==> src/rtl/switch_box_nxn_reg_if.sv <==
// Bus bundle for the registered N x N switch box: configuration port plus
// the flat per-port data/valid vectors.
//
// Handshake: a configuration write transfers on a rising edge where
// conf_valid && conf_ready are both high; conf_ready drops once the shadow
// holds a full set. conf_commit takes effect only while conf_loaded is high.
// The data path has no handshake: in_valid/in_data are sampled every cycle.
interface switch_box_nxn_reg_if #(
  parameter int N_PORTS = 4,
  parameter int WIDTH   = 16
);
  localparam int SEL_W = $clog2(N_PORTS);

  logic                       conf_valid;
  logic [SEL_W:0]             conf_data;
  logic                       conf_ready;
  logic                       conf_commit;
  logic                       conf_loaded;
  logic [N_PORTS-1:0]         in_valid;
  logic [N_PORTS*WIDTH-1:0]   in_data;
  logic [N_PORTS-1:0]         out_valid;
  logic [N_PORTS*WIDTH-1:0]   out_data;

  modport master (
    output conf_valid, conf_data, conf_commit, in_valid, in_data,
    input  conf_ready, conf_loaded, out_valid, out_data
  );

  modport slave (
    input  conf_valid, conf_data, conf_commit, in_valid, in_data,
    output conf_ready, conf_loaded, out_valid, out_data
  );
endinterface

==> src/rtl/switch_box_nxn_reg.sv <==
// Registered, runtime-reconfigurable N x N switch box. Each output picks any
// input or is disabled. Routing lives in a double-buffered config: the shadow
// is filled one output per accepted write, then copied to the active set in
// one edge so routes never change halfway through a reconfiguration.
module switch_box_nxn_reg #(
  parameter int N_PORTS = 4,
  parameter int WIDTH   = 16
) (
  input logic                 clk,
  input logic                 rst_n,
  switch_box_nxn_reg_if.slave bus
);
  localparam int SEL_W = $clog2(N_PORTS);
  localparam logic [SEL_W-1:0] WP_LAST = SEL_W'(N_PORTS - 1);

  // Active and shadow routing tables
  logic [N_PORTS-1:0]            en_a_q, en_a_d;
  logic [N_PORTS-1:0][SEL_W-1:0] sel_a_q, sel_a_d;
  logic [N_PORTS-1:0]            en_s_q, en_s_d;
  logic [N_PORTS-1:0][SEL_W-1:0] sel_s_q, sel_s_d;
  logic [SEL_W-1:0]              wp_q, wp_d;
  logic                          loaded_q, loaded_d;

  // Registered outputs
  logic [N_PORTS-1:0]            out_valid_q, out_valid_d;
  logic [N_PORTS*WIDTH-1:0]      out_data_q, out_data_d;

  logic [WIDTH-1:0]              in_arr [N_PORTS];
  logic [N_PORTS-1:0]            in_range;
  logic [N_PORTS-1:0]            eff;
  logic                          cfg_accept;
  logic                          cfg_commit;

  // Writes and commits are mutually exclusive: one needs !loaded, the other loaded
  assign cfg_accept = bus.conf_valid && !loaded_q;
  assign cfg_commit = bus.conf_commit && loaded_q;

  assign bus.conf_ready  = !loaded_q;
  assign bus.conf_loaded = loaded_q;
  assign bus.out_valid   = out_valid_q;
  assign bus.out_data    = out_data_q;

  // A select beyond the port count (only possible when N is not a power of 2) disables the output
  for (genvar j = 0; j < N_PORTS; j++) begin : g_range
    if ((1 << SEL_W) == N_PORTS) begin : g_pow2
      assign in_range[j] = 1'b1;
    end else begin : g_cmp
      assign in_range[j] = ({1'b0, sel_a_q[j]} < (SEL_W+1)'(N_PORTS));
    end
  end

  assign eff = en_a_q & in_range;

  // Unpack the flat input bus so ports can be indexed by select value
  always_comb begin
    for (int i = 0; i < N_PORTS; i++) begin
      in_arr[i] = bus.in_data[i*WIDTH +: WIDTH];
    end
  end

  // Shadow fill, write pointer and atomic commit into the active table
  always_comb begin
    en_a_d   = en_a_q;
    sel_a_d  = sel_a_q;
    en_s_d   = en_s_q;
    sel_s_d  = sel_s_q;
    wp_d     = wp_q;
    loaded_d = loaded_q;
    if (cfg_commit) begin
      en_a_d   = en_s_q;
      sel_a_d  = sel_s_q;
      loaded_d = 1'b0;
    end
    if (cfg_accept) begin
      en_s_d[wp_q]  = bus.conf_data[SEL_W];
      sel_s_d[wp_q] = bus.conf_data[SEL_W-1:0];
      if (wp_q == WP_LAST) begin
        wp_d     = '0;
        loaded_d = 1'b1;
      end else begin
        wp_d = wp_q + 1'b1;
      end
    end
  end

  // Crossbar: enabled outputs follow their input; disabled ones drop valid and hold data
  always_comb begin
    out_valid_d = '0;
    out_data_d  = out_data_q;
    for (int j = 0; j < N_PORTS; j++) begin
      if (eff[j]) begin
        out_valid_d[j]                = bus.in_valid[sel_a_q[j]];
        out_data_d[j*WIDTH +: WIDTH]  = in_arr[sel_a_q[j]];
      end
    end
  end

  // State registers; reset clears both tables and the outputs at once
  always_ff @(posedge clk or negedge rst_n) begin
    if (!rst_n) begin
      en_a_q      <= '0;
      sel_a_q     <= '0;
      en_s_q      <= '0;
      sel_s_q     <= '0;
      wp_q        <= '0;
      loaded_q    <= 1'b0;
      out_valid_q <= '0;
      out_data_q  <= '0;
    end else begin
      en_a_q      <= en_a_d;
      sel_a_q     <= sel_a_d;
      en_s_q      <= en_s_d;
      sel_s_q     <= sel_s_d;
      wp_q        <= wp_d;
      loaded_q    <= loaded_d;
      out_valid_q <= out_valid_d;
      out_data_q  <= out_data_d;
    end
  end
endmodule

==> src/flat_wrapper.sv <==
// flat-port wrapper written by rule: the top's interface ports become plain ports
module switch_box_nxn_reg_flat 
#(
  parameter int N_PORTS = 4,
  parameter int WIDTH   = 16
)
  (clk, rst_n, bus_conf_valid, bus_conf_data, bus_conf_commit, bus_in_valid, bus_in_data, bus_conf_ready, bus_conf_loaded, bus_out_valid, bus_out_data);
  switch_box_nxn_reg_if #(.N_PORTS(N_PORTS), .WIDTH(WIDTH)) bus_i ();
  input logic clk;
  input logic rst_n;
  input wire logic [$bits(bus_i.conf_valid)-1:0] bus_conf_valid;
  input wire logic [$bits(bus_i.conf_data)-1:0] bus_conf_data;
  input wire logic [$bits(bus_i.conf_commit)-1:0] bus_conf_commit;
  input wire logic [$bits(bus_i.in_valid)-1:0] bus_in_valid;
  input wire logic [$bits(bus_i.in_data)-1:0] bus_in_data;
  output wire logic [$bits(bus_i.conf_ready)-1:0] bus_conf_ready;
  output wire logic [$bits(bus_i.conf_loaded)-1:0] bus_conf_loaded;
  output wire logic [$bits(bus_i.out_valid)-1:0] bus_out_valid;
  output wire logic [$bits(bus_i.out_data)-1:0] bus_out_data;
  assign bus_i.conf_valid = bus_conf_valid;
  assign bus_i.conf_data = bus_conf_data;
  assign bus_i.conf_commit = bus_conf_commit;
  assign bus_i.in_valid = bus_in_valid;
  assign bus_i.in_data = bus_in_data;
  assign bus_conf_ready = bus_i.conf_ready;
  assign bus_conf_loaded = bus_i.conf_loaded;
  assign bus_out_valid = bus_i.out_valid;
  assign bus_out_data = bus_i.out_data;
  switch_box_nxn_reg #(.N_PORTS(N_PORTS), .WIDTH(WIDTH)) u_core (.clk(clk), .rst_n(rst_n), .bus(bus_i));
endmodule
==> config.mk <==
export PLATFORM = sky130hd
export DESIGN_NAME = switch_box_nxn_reg_flat
export DESIGN_NICKNAME = d
export VERILOG_FILES = /design/src/rtl/switch_box_nxn_reg_if.sv /design/src/rtl/switch_box_nxn_reg.sv /design/src/flat_wrapper.sv
export SDC_FILE = /design/constraint.sdc
export NUM_CORES = 1
export LEC_CHECK = 0
export BUFFER_PORTS_ARGS = -buffer_cell sky130_fd_sc_hd__buf_2
export CORE_UTILIZATION = 35
export DETAILED_ROUTE_END_ITERATION = 8
export SLEW_MARGIN = 15
export SYNTH_ARGS = -nofsm -noshare
export SYNTH_HDL_FRONTEND = slang
export SYNTH_SLANG_ARGS = --single-unit
==> constraint.sdc <==
create_clock -name clk -period 1.8 [get_ports clk]
set_clock_uncertainty 0.05 [all_clocks]
set_input_delay 0.27 -clock clk [delete_from_list [all_inputs] [get_ports clk]]
set_output_delay 0.27 -clock clk [all_outputs]
set_load 0.02 [all_outputs]
; ---- After elaboration in Yosys (flattened, before gate mapping)
; Index checks and enable logic that the tools add are counted.
; W data, S select, Z words.
[word_totals]
ff_bits = 95
output_inout_bits = 70
elab_cells = 71
[classes]
n_addsub = 1
n_lt_le_gt_ge = 10
n_eq_ne = 1
n_mux = 34
bitwise_logic = 4
n_reduce_logical = 4
[ops]
columns = operator, n
row1 = $bmux W16 S2, 4
row2 = $mux W16, 8
row3 = $lt A2 B3 Y1 const B, 5
row4 = $ge A3 B3 Y1 const B, 4
row5 = $mux W1, 12
row6 = $not A2 Y3, 4
row7 = $bmux W1 S2, 4
row8 = $bwmux W8, 1
row9 = $bwmux W4, 1
row10 = $demux W2 S2, 1
row11 = $mux W2, 2
row12 = $logic_and A1 B1 Y1, 3
row13 = $add A2 B1 Y2 const B, 1
row14 = $demux W1 S2, 1
row15 = $eq A2 B2 Y1 const B, 1
row16 = $ge A2 B1 Y1 const B, 1
row17 = $logic_not A1 Y1, 1

; ---- Longest topological paths before layout
; Gate-level depths: netlist (run 1).
[logic_depth]
word_depth = 5
depth_mapped = 4

; ---- Worst setup path after synthesis (run 1)
; Ideal clock, no wire load.
[synth_path]
path_kind = register -> register
from = reg u_core.loaded_q (netlist: u_core.bus.conf_loaded)
to = reg u_core.en_a_q[0] (netlist: u_core.eff[0])
setup_time_ns = 0.125
arrival_ns = 1.165
t_required_ns = 1.625
slack_ns = 0.461
stages_incl_launch_ff = 4
n_path_buf = 1
period_less_slack_ns = 1.339
path_cell_list = dfrtp_1 -> nand2_1 -> buf_2 -> mux2_2
[synth_via]
elab_chain_cells = 1
[synth_lines]
columns = item, line
row1 = from (decl), switch_box_nxn_reg.sv:22  ; logic loaded_q, loaded_d;
row2 = from (signal assigned), switch_box_nxn_reg.sv:115  ; loaded_q <= loaded_d;
row3 = $logic_and A1 B1 Y1, switch_box_nxn_reg.sv:36  ; assign cfg_commit = bus.conf_commit && loaded_q;
row4 = to (signal assigned), switch_box_nxn_reg.sv:110  ; en_a_q <= en_a_d;
row5 = to (decl), switch_box_nxn_reg.sv:17  ; logic [N_PORTS-1:0] en_a_q, en_a_d;
; Every way passes these cells.
; A chain may end at the register's enable or synchronous reset.

; ---- Worst setup path after layout (run 1)
[layout_path]
from = reg u_core.loaded_q (netlist: u_core.bus.conf_loaded)
to = reg u_core.sel_a_q[0] in the netlist's numbering
[layout_via]
elab_chain_cells = 1
[layout_lines]
columns = item, line
row1 = $logic_and A1 B1 Y1, switch_box_nxn_reg.sv:36
row2 = to (signal assigned), switch_box_nxn_reg.sv:111  ; sel_a_q <= sel_a_d;
row3 = to (decl), switch_box_nxn_reg.sv:18  ; logic [N_PORTS-1:0][SEL_W-1:0] sel_a_q, sel_a_d;
; Every way passes these cells.

==> flow_results.org, run 1 <==
** Layout
- Summing all flip-flop and latch instances after layout gives 2380 um2.
- Syn-to-layout area delta :: 24.5%
- Leaving out fill and tap cells, the most frequent cell in the layout is buf_2.
- Antenna diode count :: 0
- The finished cells cover 6740 um2.
- Fraction of final layout cells with drive strength greater than 1 :: 0.372
- Net count, final :: 671
- Fillcell total :: 1404
- Area used by multi-input combinational logic :: 2790 um2
- In the layout the commonest cells are buf_2, mux2i_1, dfrtp_1, nand2b_1, o221ai_1.

** STA
- The worst pin sits at a relative slew slack of 0.632.
- The number of endpoints with negative hold slack in the final report is 0.
- The final number of max-transition violations is 0.
- Setup repair after global routing left no endpoint under its margin.
- FMAX :: 683 MHz
- Setup total negative slack :: 0 ns
- Slew at the pin closest to its max-slew limit :: 0.550 ns
- Tcrit/Tclk final :: 0.813
- For the finished layout, the period the worst path requires is 1.46 ns.
- Setup violations remaining at the end of the flow were counted as 0.

** Global routing
- Total grt overflow :: 0
- The first global-routing pass estimated 26400 um of wire.
- Across every metal layer, demand over resource in global routing totals 0.221.
- The via count of the first global-routing pass was 4505.
- Antenna violations before repair :: 0
- Pin count of the biggest net entering global routing :: 42

** Route
- The first routing iteration left 215 violations.
- After detailed routing, the number of remaining DRC violations is 0.
- Using the TritonRoute via totals, the vias-per-cell ratio works out to 5.60.
- The routed layout has 4395 vias.
- Router iterations before antenna repair :: 5
- Remaining number of nets flagged by the antenna check after routing :: 0
- The final layout contains routed wiring with a total length of 17100 um.
- Mean routed wirelength per cell :: 21.8 um

** CTS
- Maximum level of the CTS H-tree :: 3
- Clock input transition at the sequential cells of the worst setup and hold paths :: 0.07 ns
- Number of buffers added for setup after CTS :: 0
- Number of sinks driven by the clock tree :: 95
- Gates resized during post-CTS repair numbered 0.
- CTS tree :: built
- Clock latency on the worst-skew pair, taken at its later pin, is 0.35 ns.
- Bufs on Longest Clock Path :: 2
- CTS placed an instance of clkbuf_16 at the clock tree root.
- TritonCTS Buffers :: 9

** Place
- At the end of routability-driven placement, the weighted congestion stood at 0.836.
- Cell Area, Placed :: 6410 um2
- Summed over all nets, the half-perimeter wirelength after detailed placement is 11700 um.
- Number of port buffers :: 144

** Power
- In this run the static leakage power is 3.20 nW.
- VDD sags by at most 1.06 mV.
- Power Dens Cells :: 1960 nW/um2

** Floorplan
- Die Footprint :: 16000 um2
- Initial cell density of the core :: 0.357
- 145 I/O pins were placed.
- The core region is 15100 um2.
- The floorplan step set the die height to 126 um.
- Number of cell rows :: 45
- In this run the horizontal extent of the chip is 126 um.

** Yosys
- In this run, synthesis produced a sequential element count of 95.
- Synthesis produced 445 cells.
- Net Count, Synth :: 524
- Yosys cell types :: 18
- Summing every instance area after synthesis gives 5410 um2.
- Each instance of the synthesized netlist takes up on average 12.2 um2.
- The Yosys step of the flow raised 0 warnings.
- The share of the Yosys chip area taken by registers is 0.440.

** Worst setup path
- Startpoint type of the worst setup path :: register
- Startpoint-to-endpoint class of the critical path :: reg2reg
- Gate family responsible for the most delay along the worst path :: flip-flops
- Maximum net fanout on the critical path :: 12
- Critical Path Sink Type :: register
- Ordered cell list for the critical path :: nand2_1 > mux2_2
- Together, buffers and inverters on the worst path number 0.
- Worst stage delay on the critical path :: 0.45 ns
- Critical-path top delay cell :: dfrtp_1
- At the worst endpoint, the required time is 1.99 ns.
- Data arrival, critical path :: 1.65 ns

** Run
- Max-Cap Viols :: 0

** Worst hold path
- In this run the worst hold path is classified as in2reg.

** Outcome
- The run finished with clean final reports.
timing repair:
action                     CTS  global route
hold endpoints to repair    27             0
hold buffers                 1             0
setup endpoints to repair    0             0
worst paths after layout:
| check | start | end | slack [ns] | cells past startpoint |
|---|---|---|---|---|
| hold reg to reg | u_core.bus.out_data[54] | u_core.bus.out_data[54] | 0.45 | 2 |
| setup / recovery | u_core.bus.conf_loaded | u_core.sel_a_q[0] | 0.34 | 2 |
| min in group asynchronous | rst_n | u_core.bus.out_data[11] | 0.36 | 2 |
| max in group asynchronous | rst_n | u_core.sel_a_q[2] | 0.76 | 3 |
| setup reg to reg | u_core.bus.conf_loaded | u_core.sel_a_q[0] | 0.34 | 2 |
| hold / removal | bus_conf_commit | u_core.bus.conf_loaded | 0.07 | 2 |
sequential cells by signal (all words and copies together), names as in the netlist:
signal	count
u_core.sel_s_q	8
u_core.bus.out_valid	4
u_core.bus.out_data	64
u_core.eff	4
u_core.wp_q	2
u_core.sel_a_q	8
u_core.bus.conf_loaded	1
u_core.en_s_q	4
metal layers:
| layer | vias up | GRT usage | wire (um) |
|---|---|---|---|
| met5 | - | 0 | 0 |
| met3 | 26 | 0.0515 | 1080 |
| met2 | 167 | 0.357 | 8150 |
| met1 | 2218 | 0.291 | 7520 |
| met4 | 0 | 0.0737 | 331 |
| li1 | 1984 | - | - |
synthesized netlist by cell type:
cell | n | share of area
nor2_1 | 1 | 0.00069
clkbuf_1 | 8 | 0.0056
nand2b_1 | 68 | 0.079
inv_1 | 3 | 0.0021
o221ai_1 | 64 | 0.10
and2_1 | 4 | 0.0046
buf_2 | 13 | 0.012
buf_6 | 4 | 0.0083
nand3b_1 | 4 | 0.0056
buf_4 | 12 | 0.017
mux4_2 | 4 | 0.017
dfrtp_1 | 95 | 0.44
mux2i_1 | 128 | 0.24
ha_1 | 4 | 0.0093
nor2b_1 | 1 | 0.0012
nand2_1 | 5 | 0.0035
mux2_2 | 26 | 0.054
o21ai_0 | 1 | 0.00092
final cells by class:
| cell class | instances | share of cell area |
|---|---|---|
| Multi-Input combinational cell | 310 | 0.414 |
| Inverter | 3 | 0.00167 |
| Timing Repair Buffer | 173 | 0.149 |
| Clock buffer | 9 | 0.0334 |
| Clock inverter | 7 | 0.0128 |
| Tap cell | 188 | 0.0349 |
| Sequential cell | 95 | 0.354 |
per-stage QoR:
step           utilization  hold slack [ns]  cells  total power, mW  worst slack [ns]
3_5_place_dp         0.423            0.189    768             11.2             0.350
5_1_grt              0.445           0.0868    785             14.0             0.297
6_report             0.445           0.0731    785             13.2             0.336
3_3_place_gp         0.423            0.187    768             11.0             0.413
2_1_floorplan            -          -0.0756    445             8.74             0.461
4_1_cts              0.445           0.0672    785             13.3             0.338
cells by family (layout without fill, tap and decap cells):
family / after synthesis / in the layout / share of synthesized area
compound gates: 65 / 65 / 0.105
fa+ha+maj: 4 / 4 / 0.00926
buf+inv: 40 / 192 / 0.0447
flops: 95 / 95 / 0.440
mux: 158 / 158 / 0.308
simple gates: 83 / 83 / 0.0942
power by group:
| group | internal [mW] | switching [mW] | leakage [nW] | total, mW |
|---|---|---|---|---|
| sequential | 3.23 | 0.771 | 1.16 | 4.00 |
| combinational | 3.13 | 4.03 | 1.89 | 7.16 |
| clock | 1.11 | 0.919 | 0.151 | 2.03 |
| total | 7.47 | 5.72 | 3.20 | 13.2 |
No activity file was read; power rests on OpenSTA's default activity.
==> inputs of run 2 (changes only) <==
- clock period: 1.8 -> 1.41 ns (I/O delays scaled with it)
==> flow_results.org, run 2 (synthesis results as in run 1) <==
** Layout
- Commonest cells after routing, fill and taps aside :: buf_2, mux2i_1, dfrtp_1, nand2b_1, o221ai_1
- Net count, final :: 679 (+1.2%)
- The count of placed standard cells in the final layout, fillers left out is 793 (+1.0%).
- The flip-flop count of the largest register, all copies and words added is 64 (unchanged).
- Syn-to-layout area delta :: 26.4%
- The share of cells above drive strength 1 came to 0.380 (+0.00831).
- The number of antenna diodes is 0 (unchanged).
- Commonest non-fill, non-tap cell in the layout :: buf_2

** Floorplan
- The horizontal die dimension came to 126 um (unchanged).
- The area of the die is 16000 um2 (unchanged).
- The effective utilization at floorplan was 0.357 (unchanged).
- The placeable core area came to 15100 um2 (unchanged).
- Number of cell rows :: 45 (unchanged)
- Io pins :: 145 (unchanged)
- The die span in y was 126 um (unchanged).

** CTS
- Clock input transition at the sequential cells of the worst setup and hold paths :: 0.07 ns (about the same)
- Number of sinks driven by the clock tree :: 95 (unchanged)
- The clock insertion delay at the later pin of the skew report was 0.36 ns (about the same).
- CTS tree :: built
- Buffer cell driving the clock tree root :: clkbuf_16
- Maximum level of the CTS H-tree :: 3 (unchanged)
- TritonCTS Buffers :: 9 (unchanged)
- Bufs on Longest Clock Path :: 2 (unchanged)
- The post-CTS repair timing setup buffer count came to 0 (unchanged).

** STA
- Tcrit/Tclk final :: 0.974 (+0.161)
- The clock period minus final worst setup slack is 1.37 ns (-0.0907 ns).
- Unrepaired setup endpoints after global routing :: yes
- The final number of max-transition violations is 0 (unchanged).
- The slew at the pin with the worst max-slew slack is 0.438 ns (-0.112 ns).
- The total of endpoints with negative setup slack in the final report came to 0 (unchanged).
- Fin. Hold Viols :: 0 (unchanged)
- The top achievable clock speed was 728 MHz (+6.6%).
- Max transition margin :: 0.708 (+0.0754)

** Route
- Number of DRC violations after detailed-routing iteration 0 :: 166 (-23%)
- Router iterations before antenna repair :: 4 (-1)
- The mean routed wirelength per cell came to 21.2 um (-2.4%).
- The remaining number of nets flagged by the antenna check after routing is 0 (unchanged).
- The via count normalized by instance count is 5.52 (-1.4%).
- The total wire length is 16800 um (-1.4%).
- The count of vias placed by the detailed router is 4378 (-0.39%).
- The remaining routing DRC violations came to 0 (unchanged).

** Worst setup path
- Data arrival, critical path :: 1.57 ns (-0.08 ns)
- STA classifies the critical path startpoint as a register.
- Critical Path Sink Type :: register
- The worst register-to-register path begins at u_core.wp_q[0].
- The slowest stage of the critical path is the dfrtp_1 cell.
- Maximum net fanout on the critical path :: 5 (-7)
- Worst stage delay on the critical path :: 0.42 ns (-0.03 ns)
- On the critical path the largest part of the delay comes from flip-flops.
- Ordered cell list for the critical path :: inv_1 > ha_1 > nand3b_1 > mux2_2
- The critical path starts at u_core.wp_q[0].
- By startpoint and endpoint, the worst setup path is classified as reg2reg.
- Required time of the critical path :: 1.61 ns (-0.38 ns)
- The count of buffer and inverter cells on the critical path was 1 (+1).

** Power
- Net switching power figure :: 7.26 mW (+27%)
- Power share of the sequential group :: 0.304 (about the same)
- Maximum resistive drop on vdd :: 0.956 mV (-9.4%)
- Clock network power share :: 0.154 (about the same)
- Overall power of the completed layout :: 16.9 mW (+28%)
- Proportion of power drawn by combinational gates :: 0.541 (-0.002)
- The cell-internal power is 9.63 mW (+29%).
- Power Dens Cells :: 2470 nW/um2 (+26%)
- Net switching share of the total power :: 0.430 (-0.00405)
- The static leakage was 3.25 nW (+1.4%).

** Worst hold path
- The path class of the tightest hold or removal check is in2reg.
- The startpoint identified for the worst hold timing path is bus_conf_data[1].

** Global routing
- Routing usage on met2 :: 0.363 (+0.00552)
- Global-route wire length before repair :: 26300 um (-0.44%)
- The met3 track demand over resource was 0.0493 (-0.00211).
- The met1 demand-to-capacity share in global routing is 0.283 (-0.00804).
- The largest net degree at the start of global routing is 34 (-19%).
- Total grt overflow :: 0 (unchanged)
- Most used routing layer in global routing :: met2
- The via count of the first global-routing pass was 4600 (+2.1%).
- The initial antenna violation count was 0 (unchanged).
- All-Layer GR Usage :: 0.218 (-0.00269)

** Place
- The placer congestion estimate was 0.798 (-4.6%).
- The number of buffers inserted by port buffering came to 144 (unchanged).
- The half-perimeter wire length after placement is 12000 um (+2.4%).
- Number of placed instances, taps included :: 775 (+0.91%)

** Run
- The count of maximum capacitance violations is 0 (unchanged).

** Outcome
- Run status :: finished, final reports clean
==> run 2: cell type report <==
class / count / area [um2]
timing repair buffer: 181 / 1110
tap: 188 / 235
inverter: 3 / 11.3
fill: 1391 / 8310
multi-input combinational: 310 / 2790
clock buffer: 9 / 225
sequential: 95 / 2380
clock inverter: 7 / 85.1
==> run 2: worst paths after layout <==
path                                            to  slack, ns  depth (start not counted)
setup reg to reg                 u_core.sel_s_q[0]       0.04                          4
setup / recovery                 u_core.sel_s_q[0]       0.04                          4
min in group asynchronous  u_core.bus.out_data[11]       0.29                          2
hold reg to reg             u_core.bus.out_data[9]       0.44                          2
hold / removal                   u_core.sel_s_q[5]       0.12                          2
max in group asynchronous        u_core.sel_a_q[0]       0.54                          3
==> run 2: per-layer routing <==
layer / up-vias / wire [um]
met1: 2207 / 7280
met3: 19 / 1080
met4: 0 / 240
met2: 148 / 8260
li1: 2004 / -
met5: - / 0
==> run 2: metrics by stage <==
step           setup TNS (ns)  setup slack, ns  utilization  area [um2]  hold slack, ns
2_1_floorplan               0           0.0708            -        5410          -0.134
3_3_place_gp                0            0.103        0.429        6500           0.125
3_5_place_dp                0           0.0566        0.429        6500           0.130
4_1_cts                     0           0.0457        0.451        6830           0.109
5_1_grt               -0.0412          -0.0161        0.451        6840           0.120
6_report                    0           0.0364        0.451        6840           0.120
==> run 2: worst reg2reg max path, stage by stage, from the launching register on <==
cell      delay (ns)
dfrtp_1         0.42
inv_1           0.08
ha_1            0.19
nand3b_1        0.16
mux2_2          0.36
==> run 2: repair_timing <==
item                       CTS  global route
hold buffers                 2             0
hold endpoints to repair    23             0
setup endpoints to repair    0             5
resized for setup            0             1
==> run 2: power by group through the flow <==
stage	logic [mW]	registers, mW	clock network [mW]
2_1_floorplan	5.17	5.99	0
3_3_place_gp	9.03	5.13	0
3_5_place_dp	9.19	5.19	0
4_1_cts	9.20	5.15	2.66
5_1_grt	9.83	5.32	2.76
6_report	9.14	5.14	2.61
